### src/rtl/fifo_drain_pkg.sv
// Shared constants for the FIFO-drain / SRAM-write controller: default widths
// and the FSM state encoding.
package fifo_drain_pkg;

    localparam int unsigned BW_DEF     = 11;
    localparam int unsigned SIMD_DEF   = 1;
    localparam int unsigned ADDR_W_DEF = 6;

    localparam int unsigned ST_W = 2;

    localparam logic [1:0] S_IDLE  = 2'd0;
    localparam logic [1:0] S_DRAIN = 2'd1;
    localparam logic [1:0] S_LAST  = 2'd2;

endpackage

### src/rtl/fifo_drain_addr_gen.sv
// Burst bookkeeping: word index / remaining-count counters, in-bank wrapping
// address add, and the double-buffer bank register.
// Optional feature macro: DBUF_SWAP_EN (bank toggles after each non-empty
// burst); when undefined the bank is tied to 0.
module fifo_drain_addr_gen
    import fifo_drain_pkg::*;
#(
    parameter int unsigned ADDR_W = ADDR_W_DEF
) (
    input  logic              i_clk,
    input  logic              i_reset_n,
    input  logic              i_load,
    input  logic [ADDR_W:0]   i_num_words,
    input  logic [ADDR_W-1:0] i_base_addr,
    input  logic              i_pop,
    input  logic              i_swap,
    output logic              o_rem_nz_c,
    output logic              o_last_c,
    output logic              o_written_c,
    output logic [ADDR_W-1:0] o_word_addr_c,
    output logic              o_bank
);

    logic [ADDR_W:0]   r_idx;
    logic [ADDR_W:0]   r_rem;
    logic [ADDR_W-1:0] r_base;
    logic              r_bank;

    // Latch burst parameters on start; advance index / remaining on each pop.
    always_ff @(posedge i_clk) begin
        if (!i_reset_n) begin
            r_idx  <= '0;
            r_rem  <= '0;
            r_base <= '0;
        end else if (i_load) begin
            r_idx  <= '0;
            r_rem  <= i_num_words;
            r_base <= i_base_addr;
        end else if (i_pop) begin
            r_idx  <= r_idx + (ADDR_W+1)'(1);
            r_rem  <= r_rem - (ADDR_W+1)'(1);
        end
    end

`ifdef DBUF_SWAP_EN
    // Flip the bank once a burst that wrote at least one word completes.
    always_ff @(posedge i_clk) begin
        if (!i_reset_n) begin
            r_bank <= 1'b0;
        end else if (i_swap) begin
            r_bank <= ~r_bank;
        end
    end
`else
    logic w_unused_swap;
    assign w_unused_swap = i_swap;
    assign r_bank        = 1'b0;
`endif

    // Address wraps modulo 2^ADDR_W inside the bank by construction of the width.
    assign o_word_addr_c = r_base + r_idx[ADDR_W-1:0];
    assign o_rem_nz_c    = (r_rem != '0);
    assign o_last_c      = (r_rem == (ADDR_W+1)'(1));
    assign o_written_c   = (r_idx != '0);
    assign o_bank        = r_bank;

endmodule

### src/rtl/fifo_drain_sram_wr.sv
// Read-side controller of the output FIFO: pops words and writes them into
// one bank of the double-buffered result SRAM for a programmed burst length.
// Optional feature macro: DBUF_SWAP_EN (bank swap after each non-empty burst).
module fifo_drain_sram_wr
    import fifo_drain_pkg::*;
#(
    parameter int unsigned BW     = BW_DEF,
    parameter int unsigned SIMD   = SIMD_DEF,
    parameter int unsigned ADDR_W = ADDR_W_DEF
) (
    input  logic                 i_clk,
    input  logic                 i_reset_n,
    input  logic                 i_start,
    input  logic [ADDR_W:0]      i_num_words,
    input  logic [ADDR_W-1:0]    i_base_addr,
    input  logic                 i_fifo_empty,
    input  logic [SIMD*BW-1:0]   i_fifo_data,
    output logic                 o_fifo_rd,
    input  logic                 i_sram_ready,
    output logic                 o_sram_wen,
    output logic [ADDR_W:0]      o_sram_addr,
    output logic [SIMD*BW-1:0]   o_sram_din,
    output logic                 o_bank,
    output logic                 o_busy,
    output logic                 o_done
);

    localparam int unsigned DW = SIMD * BW;

    logic [ST_W-1:0]   r_state;
    logic [ST_W-1:0]   w_state_nxt;
    logic              w_load;
    logic              w_pop;
    logic              w_swap;

    logic              w_rem_nz;
    logic              w_last;
    logic              w_written;
    logic [ADDR_W-1:0] w_word_addr;
    logic              w_bank;

    logic              r_sram_wen;
    logic [ADDR_W:0]   r_sram_addr;
    logic [DW-1:0]     r_sram_din;
    logic              r_busy;
    logic              r_done;

    fifo_drain_addr_gen #(
        .ADDR_W (ADDR_W)
    ) u_addr_gen (
        .i_clk         (i_clk),
        .i_reset_n     (i_reset_n),
        .i_load        (w_load),
        .i_num_words   (i_num_words),
        .i_base_addr   (i_base_addr),
        .i_pop         (w_pop),
        .i_swap        (w_swap),
        .o_rem_nz_c    (w_rem_nz),
        .o_last_c      (w_last),
        .o_written_c   (w_written),
        .o_word_addr_c (w_word_addr),
        .o_bank        (w_bank)
    );

    // State register.
    always_ff @(posedge i_clk) begin
        if (!i_reset_n) begin
            r_state <= S_IDLE;
        end else begin
            r_state <= w_state_nxt;
        end
    end

    // Next-state decode plus pop / load / bank-swap strobes.
    always_comb begin
        w_state_nxt = r_state;
        w_load      = 1'b0;
        w_pop       = 1'b0;
        w_swap      = 1'b0;
        case (r_state)
            S_IDLE: begin
                if (i_start) begin
                    w_load      = 1'b1;
                    w_state_nxt = (i_num_words == '0) ? S_LAST : S_DRAIN;
                end
            end
            S_DRAIN: begin
                w_pop = !i_fifo_empty && i_sram_ready && w_rem_nz;
                if (w_pop && w_last) begin
                    w_state_nxt = S_LAST;
                end
            end
            S_LAST: begin
                w_swap      = w_written;
                w_state_nxt = S_IDLE;
            end
            default: begin
                w_state_nxt = S_IDLE;
            end
        endcase
    end

    // SRAM write port and status flags, one cycle behind the pop.
    always_ff @(posedge i_clk) begin
        if (!i_reset_n) begin
            r_sram_wen  <= 1'b0;
            r_sram_addr <= '0;
            r_sram_din  <= '0;
            r_busy      <= 1'b0;
            r_done      <= 1'b0;
        end else begin
            r_sram_wen <= w_pop;
            if (w_pop) begin
                r_sram_addr <= {w_bank, w_word_addr};
                r_sram_din  <= i_fifo_data;
            end
            r_busy <= (w_state_nxt != S_IDLE);
            r_done <= (w_state_nxt == S_LAST);
        end
    end

    assign o_fifo_rd   = w_pop;
    assign o_sram_wen  = r_sram_wen;
    assign o_sram_addr = r_sram_addr;
    assign o_sram_din  = r_sram_din;
    assign o_bank      = w_bank;
    assign o_busy      = r_busy;
    assign o_done      = r_done;

endmodule

### config.mk
export PLATFORM = sky130hd
export DESIGN_NAME = fifo_drain_sram_wr
export DESIGN_NICKNAME = d
export VERILOG_FILES = /design/src/rtl/fifo_drain_pkg.sv /design/src/rtl/fifo_drain_addr_gen.sv /design/src/rtl/fifo_drain_sram_wr.sv
export SDC_FILE = /design/constraint.sdc
export NUM_CORES = 1
export LEC_CHECK = 0
export CORE_ASPECT_RATIO = 1.2
export CORE_MARGIN = 2
export CORE_UTILIZATION = 48
export CTS_CLUSTER_DIAMETER = 150
export DETAILED_ROUTE_END_ITERATION = 10
export GPL_TIMING_DRIVEN = 0
export PLACE_DENSITY = 0.81
export SLEW_MARGIN = 20
export SYNTH_ARGS = -nofsm -noshare
export SYNTH_HDL_FRONTEND = slang
export SYNTH_SLANG_ARGS = --single-unit
### constraint.sdc
create_clock -name i_clk -period 2.7 [get_ports i_clk]
set_clock_uncertainty 0.2 [all_clocks]
set_input_delay 0.54 -clock i_clk [delete_from_list [all_inputs] [get_ports i_clk]]
set_output_delay 0.54 -clock i_clk [all_outputs]
set_load 0.005 [all_outputs]
After elaboration in Yosys (flattened, before gate mapping):

Index checks and enable logic that the tools add are counted.

* word-level logic and storage cells: 35
* register bits after elaboration: 42
* output and inout port bits: 23
* input port bits: 29

* multiplexer cells: 9
* add/sub/neg operators: 3
* reductions and logical operators: 10
* eq/ne operators: 3
* bitwise operators: 1

Operators by type and width (count)
* $mux W7: 2
* $add A7 B1 Y7 const B: 1
* $eq A7 B1 Y1 const B: 1
* $logic_not A7 Y1: 1
* $reduce_bool A7 Y1: 1
* $sub A7 B1 Y7 const B: 1
* $add A6 B6 Y6: 1
* $mux W2: 3
* $pmux W2 S2: 1
* $reduce_bool A2 Y1: 2
* $logic_and A1 B1 Y1: 3
* $mux W1: 3
* $eq A2 B1 Y1 const B: 1
* $eq A2 B2 Y1 const B: 1
* $logic_not A2 Y1: 1
* $reduce_or A2 Y1: 1
* $logic_not A1 Y1: 1
* $not A1 Y1: 1

Depth between registers and ports, before layout:

Gate-level depths: netlist of the first run.

* depth in word-level cells: 7
* depth in mapped cells: 8
* depth with buffers taken out: 7

By module:

Synthesis of the first run repeated with hierarchy kept, for this count alone.

* cell total of the unflattened synthesis: 224
* area total of the unflattened synthesis: 2065.7 µm²

By module, submodules not included
* fifo_drain_addr_gen: seq. area each 400.4 µm², area each 1126.1 µm², cells each 124, times used 1
* fifo_drain_sram_wr: seq. area each 460.4 µm², area each 939.7 µm², cells each 100, times used 1

Worst setup path after synthesis of the first run:

OpenSTA, ideal clock, no wires.

* path type: reg2out
* from: reg u_addr_gen.r_rem[2]
* to: out o_fifo_rd
* data required time: 1.960 ns
* data arrival time: 1.415 ns
* path slack: 0.545 ns
* stages on the path, launching flop included: 6
* cell sequence: dfxtp_1 > or4_4 > buf_6 > o21ai_4 > inv_2 > buf_2

* word-level cells in the longest chain between the ends: 3

RTL lines
* from (decl): line fifo_drain_addr_gen.sv:25 `logic [ADDR_W:0] r_rem;`
* from (signal assigned): line fifo_drain_addr_gen.sv:37 `r_rem <= i_num_words;`
* from (signal assigned): line fifo_drain_addr_gen.sv:41 `r_rem <= r_rem - (ADDR_W+1)'(1);`
* $reduce_bool A7 Y1: line fifo_drain_addr_gen.sv:62 `assign o_rem_nz_c = (r_rem != '0);`
* $logic_and A1 B1 Y1: line fifo_drain_sram_wr.sv:88 `w_pop = !i_fifo_empty && i_sram_ready && w_rem_nz;`
* $mux W1: line fifo_drain_sram_wr.sv:80 `case (r_state)`
* to (decl): line fifo_drain_sram_wr.sv:18 `output logic o_fifo_rd,`

No other way between the ends.

Worst setup path after layout of the first run:

Same ends and word-level chain as after synthesis.

==> results of run 1 <==
==> through the flow <==
| step | instance area, um2 | hold WS, ps |
|---|---|---|
| finish | 2694 | 253.5 |
| global route | 2694 | 270.2 |
| CTS | 2694 | 256.3 |
| detailed placement | 2556 | 246.5 |
| global placement | 2551 | 240.9 |
| floorplan | 1993 | 240.6 |
==> cell families after synthesis <==
family,share of synthesized area [%]
XOR/XNOR,4.402
multiplexers,0.5660
flip-flops,41.26
AO/OA/AOI/OAI,20.75
other,0.1885
AND/OR/NAND/NOR,21.64
adder cells (fa/ha/maj),6.038
buffers and inverters,5.156
==> flip-flops by register name (all words and copies together) (netlist names) <==
| name | count |
|---|---|
| o_sram_addr | 6 |
| o_done | 1 |
| o_sram_din | 11 |
| o_sram_wen | 1 |
| o_busy | 1 |
| u_addr_gen.r_rem | 7 |
| u_addr_gen.r_idx | 6 |
| r_state | 2 |
| u_addr_gen.r_base | 6 |
==> worst max-delay path: stages, from the launching register on <==
cell and delay (ps):
dfxtp_2 350, or4_4 530, buf_6 150, o21ai_4 180, inv_6 100, dlygate4sd2_1 280
==> Yosys cell counts (all sizes together), types with 2 or more instances <==
master	n
a21o	2
dfxtp	41
o31ai	3
and2	2
nand3	3
a211oi	5
a21oi	30
ha	8
o2111ai	3
nor2	15
a211o	2
nand3b	2
o211ai	3
xor2	6
inv	3
nand2b	2
o21ai	6
or3	2
clkbuf	4
nand2	49
xnor2	4
nor3	3
or4	2
buf	8
==> worst max path at each step <==
stage | start | endpoint | slack [ps] | cells after the start
floorplan | u_addr_gen.r_rem[2] | o_fifo_rd | 550 | 5
global placement | i_fifo_empty | o_fifo_rd | -410 | 6
detailed placement | i_fifo_empty | o_fifo_rd | -440 | 6
CTS | u_addr_gen.r_rem[2] | o_fifo_rd | 60 | 5
global route | u_addr_gen.r_rem[0] | o_fifo_rd | 10 | 6
finish | u_addr_gen.r_rem[2] | o_fifo_rd | 70 | 5
==> power groups by stage <==
stage	Combinational [mW]	Sequential, mW	Clock, mW
final	0.209	0.649	0.512
after global routing	0.230	0.651	0.548
after CTS	0.210	0.648	0.530
after detailed placement	0.204	0.661	0
after global placement	0.200	0.661	0
after floorplan	0.117	0.658	0
==> layer usage <==
layer	GRT usage [%]	up-vias	routed length (um)
met5	0	-	0
met2	38.47	72	2158
met4	14.81	0	178
li1	-	890	-
met3	4.690	18	244
met1	22.68	835	1976
==> timing repair <==
action,4_1_cts,5_1_grt
hold endpoints to repair,0,0
hold buffers,0,0
setup endpoints to repair,1,0
buffers inserted,2,0
gates resized for setup,6,0
==> cell type report <==
class | instances | area [um2] | area share (%)
Buffer | 11 | 82.58 | 3.065
Clock buffer | 7 | 86.33 | 3.205
Clock inverter | 1 | 30.03 | 1.115
Inverter | 4 | 20.02 | 0.7432
Multi-Input combinational cell | 167 | 1081 | 40.13
Sequential cell | 41 | 822.0 | 30.52
Tap cell | 54 | 67.56 | 2.508
Timing Repair Buffer | 51 | 504.2 | 18.72
==> metrics.md, run 1 <==
| Metric | Value |
|---|---|
| Most common cell after layout, fill and taps aside | `clkdlybuf4s50_1` |
| Final hold violation count | `0` |
| H-tree depth | `2` |
| Max cap viols | `0` |
| Main synth FF type | `dfxtp_1` |
| Worst Reg-to-Reg Cells | `7` |
| Crit Path Max Fanout | `15` |
| Async set-reset flop share out of synthesis | `0%` |
| N_diodes | `0` |
| Vias post-DR | `between 1.5k and 2k` |
| Port bufs | `between 40 and 50` |
| Setup ws final | `around 70 ps` |
| Initial core utilization | `between 50% and 60%` |
| Post-synth EDFFs | `0` |
| Remaining DRCs | `0` |
| Total wire length | `4.557 mm` |
| Clock tree buffer depth | `2` |
| Reg clk slew, reported paths | `~70 ps` |
| Synth warnings | `0` |
| Fin crit period | `2628 ps` |
| Die area | `4678 um2` |
| Sink Count | `41` |
| Grt total ovfl | `0` |
| WHS Endpoint | `o_sram_din[3]` |
| # IOs | `52` |
| Yosys reg bits | `between 40 and 50` |
| GRT Overall Usage | `21.36%` |
| Initial antenna violation count | `0` |
| Leading area contributor after synthesis | `dfxtp_1` |
| Crit path DAT | `approximately 1900 ps` |
| Mapped Area | `1989 um2` |
| Crit end category | `primary output` |
| Layout cells sized above 1 | `between 10% and 20%` |
| Core ar. | `around 4000 um2` |
| Critical Setup Path Class | `flop to primary output` |
| Setup TNS | `0 ps` |
| Clock network power share | `between 30% and 40%` |
| RSZ-0062 raised after global routing | `no` |
| P_int | `1.038 mW` |
| Synthesized instance count | `223` |
| GP Congestion | `0.9119` |
| PD cells | `about 500 nW/um2` |
| Yosys cell types | `51` |
| Net load switching power | `roughly 0.33 mW` |
| Switching share of total power | `24.15%` |
| Min-delay worst type | `flop to flop` |
| Sequential area share after synthesis | `about two fifths` |
| Leak Pwr | `0.9887 nW` |
| Status | `finished, final reports clean` |
| Most frequent cells in the layout | `clkdlybuf4s50_1, dfxtp_1, nand2_1, a21oi_1, nor2_1` |
| Max Freq | `roughly 380 MHz` |
| Clk_lat worst skew | `roughly 300 ps` |
| Peak VDD IR | `0.3326 mV` |
| Antenna-violating nets left | `0` |
| First-pass GRT wire length | `a little under 8 mm` |
| Largest net degree at the start of global routing | `16` |
| Critical R2R Capture | `u_addr_gen.r_idx[5]` |
| Via/cell ratio | `between 5 and 6` |
| Die Wd | `approximately 63 um` |
| DP HPWL | `~3.3 mm` |
| Hold_sp | `o_sram_din[3]` |
| DRT Pass-1 Iters | `4` |
| R2R Setup Slk | `~420 ps` |
| Vias in the first global route | `roughly 1.8k` |
| Critical path launch point type | `flop` |
| Comb power frac | `between 10% and 20%` |
| Rel. slew slack | `approximately 48%` |
| Worst-Margin Slew | `roughly 800 ps` |
| Drt first-iter violations | `83` |
| Final Cycle Share | `a little over nine tenths` |
| Synth Area per Inst | `between 8 and 9 um2` |
| TritonCTS clock tree | `built` |
| Number of buffers created by CTS | `5` |
| Synth-to-layout area growth | `35.41%` |
| Clock root buffer | `clkbuf_8` |
| Worst hold path stage count | `2` |
| Core Util, Final | `67.81%` |
| Required time of the critical path | `slightly below 2000 ps` |
| DIE HEIGHT | `roughly 75 um` |
| Final setup fails | `0` |
| Total power | `1.369 mW` |
| Reg-to-Reg Start | `u_addr_gen.r_rem[0]` |
| Layout Cells excl Fill | `about 340` |
| DP Worst Slack | `-444.8 ps` |
| Final #Nets | `~320` |
| Cell Rows | `25` |
| Slew Limit Fails | `0` |
| Placed cell count | `around 330` |
| Sequential power share | `roughly 47%` |
| Fill cell count | `between 300 and 400` |
| Post-synth top area share | `about two fifths` |
| DR WL/cell | `between 10 and 15 um` |
| Largest cells by area after synthesis | `dfxtp_1, nand2_1, a21oi_1, ha_1, a21oi_2` |
(Power assumes the default switching activity.)
==> run 2, diff against run 1 <==
--- a/config.mk
+++ b/config.mk
@@ -9,6 +9,7 @@
 export CORE_MARGIN = 2
 export CORE_UTILIZATION = 48
 export CTS_CLUSTER_DIAMETER = 150
+export CTS_CLUSTER_SIZE = 16
 export DETAILED_ROUTE_END_ITERATION = 10
 export GPL_TIMING_DRIVEN = 0
 export PLACE_DENSITY = 0.81
==> results of run 2 <==
No change in the layout: final DEF, timing and power equal those of run 1.
==> run 3, diff against run 2 <==
--- a/config.mk
+++ b/config.mk
@@ -7,12 +7,12 @@
 export LEC_CHECK = 0
 export CORE_ASPECT_RATIO = 1.2
 export CORE_MARGIN = 2
-export CORE_UTILIZATION = 48
+export CORE_UTILIZATION = 40
 export CTS_CLUSTER_DIAMETER = 150
 export CTS_CLUSTER_SIZE = 16
 export DETAILED_ROUTE_END_ITERATION = 10
 export GPL_TIMING_DRIVEN = 0
-export PLACE_DENSITY = 0.81
+export PLACE_DENSITY = 0.7
 export SLEW_MARGIN = 20
 export SYNTH_ARGS = -nofsm -noshare
 export SYNTH_HDL_FRONTEND = slang
==> constraint.sdc (replaced) <==
create_clock -name i_clk -period 2.82 [get_ports i_clk]
set_clock_uncertainty 0.2 [all_clocks]
set_input_delay 0.564 -clock i_clk [delete_from_list [all_inputs] [get_ports i_clk]]
set_output_delay 0.564 -clock i_clk [all_outputs]
set_load 0.005 [all_outputs]
==> run 3 against run 2 <==
First-iteration DRC count shrank 46%. Utilization shrank 13 points. Sequential cell count is the same. Combinational power shrank 4%.
==> metrics.md, run 3 (synthesized netlist as in run 1, its figures left out) <==
| Metric | Value |
|---|---|
| Status | `finished, final reports clean (unchanged)` |
| Critical Setup Path Class | `flop to primary output (unchanged)` |
| Initial antenna violation count | `0 (unchanged)` |
| GP Congestion | `0.7401 (was 0.9119)` |
| Final hold violation count | `0 (unchanged)` |
| RSZ-0062 raised after global routing | `no (unchanged)` |
| Required time of the critical path | `2060 ps (was 1960 ps)` |
| TritonCTS clock tree | `built (unchanged)` |
| Remaining DRCs | `0 (unchanged)` |
| Fill cell count | `473 (was 358)` |
| Grt total ovfl | `0 (unchanged)` |
| Final setup fails | `0 (unchanged)` |
| Min-delay worst type | `flop to flop (unchanged)` |
| DRT Pass-1 Iters | `4 (unchanged)` |
| H-tree depth | `2 (unchanged)` |
| Total power | `1.247 mW (was 1.369 mW)` |
| Clk_lat worst skew | `290 ps (was 300 ps)` |
| First-pass GRT wire length | `7.603 mm (was 7.728 mm)` |
| Antenna-violating nets left | `0 (unchanged)` |
| Rel. slew slack | `51.89% (was 47.74%)` |
| Largest net degree at the start of global routing | `16 (unchanged)` |
| Setup TNS | `0 ps (unchanged)` |
| Sink Count | `41 (unchanged)` |
| Number of buffers created by CTS | `5 (unchanged)` |
| Reg clk slew, reported paths | `80 ps (was 70 ps)` |
| Worst-Margin Slew | `718.4 ps (was 780.5 ps)` |
| Layout cells sized above 1 | `18.44% (was 18.09%)` |
| PD cells | `464.1 nW/um2 (was 508.3 nW/um2)` |
| # IOs | `52 (unchanged)` |
| Final #Nets | `319 (unchanged)` |
| Via/cell ratio | `5.018 (was 5.402)` |
| Crit end category | `primary output (unchanged)` |
| Synth-to-layout area growth | `35.03% (was 35.41%)` |
| Vias in the first global route | `1719 (was 1806)` |
| Clock root buffer | `clkbuf_8 (unchanged)` |
| Die Wd | `68.38 um (was 62.77 um)` |
| Leak Pwr | `0.9844 nW (was 0.9887 nW)` |
| Max reg flops | `11 (unchanged)` |
| GRT Overall Usage | `18.25% (was 21.36%)` |
| Die area | `5556 um2 (was 4678 um2)` |
| DIE HEIGHT | `81.26 um (was 74.53 um)` |
| Max Freq | `about 380 MHz` |
| Initial core utilization | `40.85% (was 50.08%)` |
| Port bufs | `49 (unchanged)` |
| Cell Rows | `28 (was 25)` |
| Most common cell after layout, fill and taps aside | `clkdlybuf4s50_1 (unchanged)` |
| Most frequent cells in the layout | `clkdlybuf4s50_1, dfxtp_1, nand2_1, a21oi_1, nor2_1 (unchanged)` |
| Peak VDD IR | `0.3383 mV (was 0.3326 mV)` |
| Fin crit period | `between 2000 and 3000 ps` |
| Crit path DAT | `1880 ps (was 1890 ps)` |
| DR WL/cell | `13.39 um (was 13.56 um)` |
| Core ar. | `4870 um2 (was 3973 um2)` |
| Final Cycle Share | `93.70%` |
| Vias post-DR | `1716 (was 1815)` |
| DP HPWL | `3.314 mm (was 3.342 mm)` |
| Crit Path Max Fanout | `15 (unchanged)` |
| Total wire length | `4.578 mm (was 4.557 mm)` |
| Slew Limit Fails | `0 (unchanged)` |
| Clock tree buffer depth | `2 (unchanged)` |
| Critical path launch point type | `flop (unchanged)` |
| Max cap viols | `0 (unchanged)` |
| N_diodes | `0 (unchanged)` |
| Drt first-iter violations | `45 (was 83)` |
[run 3: changes by cell type in the layout (fill, tap and decap cells not counted), sizes merged]
| cell | previous run | this run |
|---|---|---|
| bufinv | 1 | 0 |
| clkinv | 1 | 2 |
[run 3: final timing paths]
path / startpoint / endpoint / slack, ps / cells past startpoint
setup / recovery: u_addr_gen.r_rem[2] / o_fifo_rd / 180 / 5
hold / removal: o_sram_din[0] / o_sram_din[0] / 250 / 2
hold reg to reg: o_sram_din[0] / o_sram_din[0] / 250 / 2
setup reg to reg: u_addr_gen.r_rem[0] / u_addr_gen.r_idx[5] / 570 / 7
[run 3: routing by layer]
metal / GRT usage, % / routed length (um) / vias to the layer above / share of wire, %
met2: 31.92 / 2279 / 51 / 50
met3: 5.679 / 297 / 4 / 6.5
met4: 5.800 / 34 / 0 / 0.74
met1: 20.69 / 1967 / 772 / 43
met5: 0 / 0 / - / 0
li1: - / - / 889 / -
[run 3: area by class of cell]
class                           instances  area [um2]  share of cell area, %
Inverter                                4       20.02                 0.7452
Sequential cell                        41       822.0                  30.60
Tap cell                               60       75.07                  2.795
Timing Repair Buffer                   51       504.2                  18.77
Clock inverter                          1       5.005                 0.1863
Clock buffer                            7       96.34                  3.586
Buffer                                 11       82.58                  3.074
Multi-Input combinational cell        167        1081                  40.24
[run 3: stage by stage]
step | worst slack, ps | utilization (%) | cells | area, um2 | hold WS, ps
finish | 177.5 | 55.16 | 342 | 2686 | 254.6
global route | 112.8 | 55.16 | 342 | 2686 | 277.3
CTS | 164.9 | 55.16 | 342 | 2686 | 257.1
detailed placement | -330.0 | 52.65 | 333 | 2564 | 246.3
global placement | -339.3 | 52.54 | 333 | 2559 | 241.3
floorplan | 641.3 | - | 224 | 1993 | 240.6
[run 3: worst max-delay path, stage by stage, from the launching register on]
cell           delay, ps
dfxtp_2              350
or4_4                530
buf_6                160
o21ai_4              180
inv_6                100
dlygate4sd2_1        270
[run 3: timing repair]
action / CTS / global route
hold buffers: 0 / 0
endpoints found under the hold margin: 0 / 0
setup endpoints to repair: 1 / 0
gates resized for setup: 6 / 0
setup buffers: 2 / 0
[run 3: report_power, final]
part | leakage [nW] | switching (mW) | internal, mW
logic | 0.596 | 0.0952 | 0.104
clock network | 0.0542 | 0.206 | 0.221
registers | 0.334 | 0.0185 | 0.601
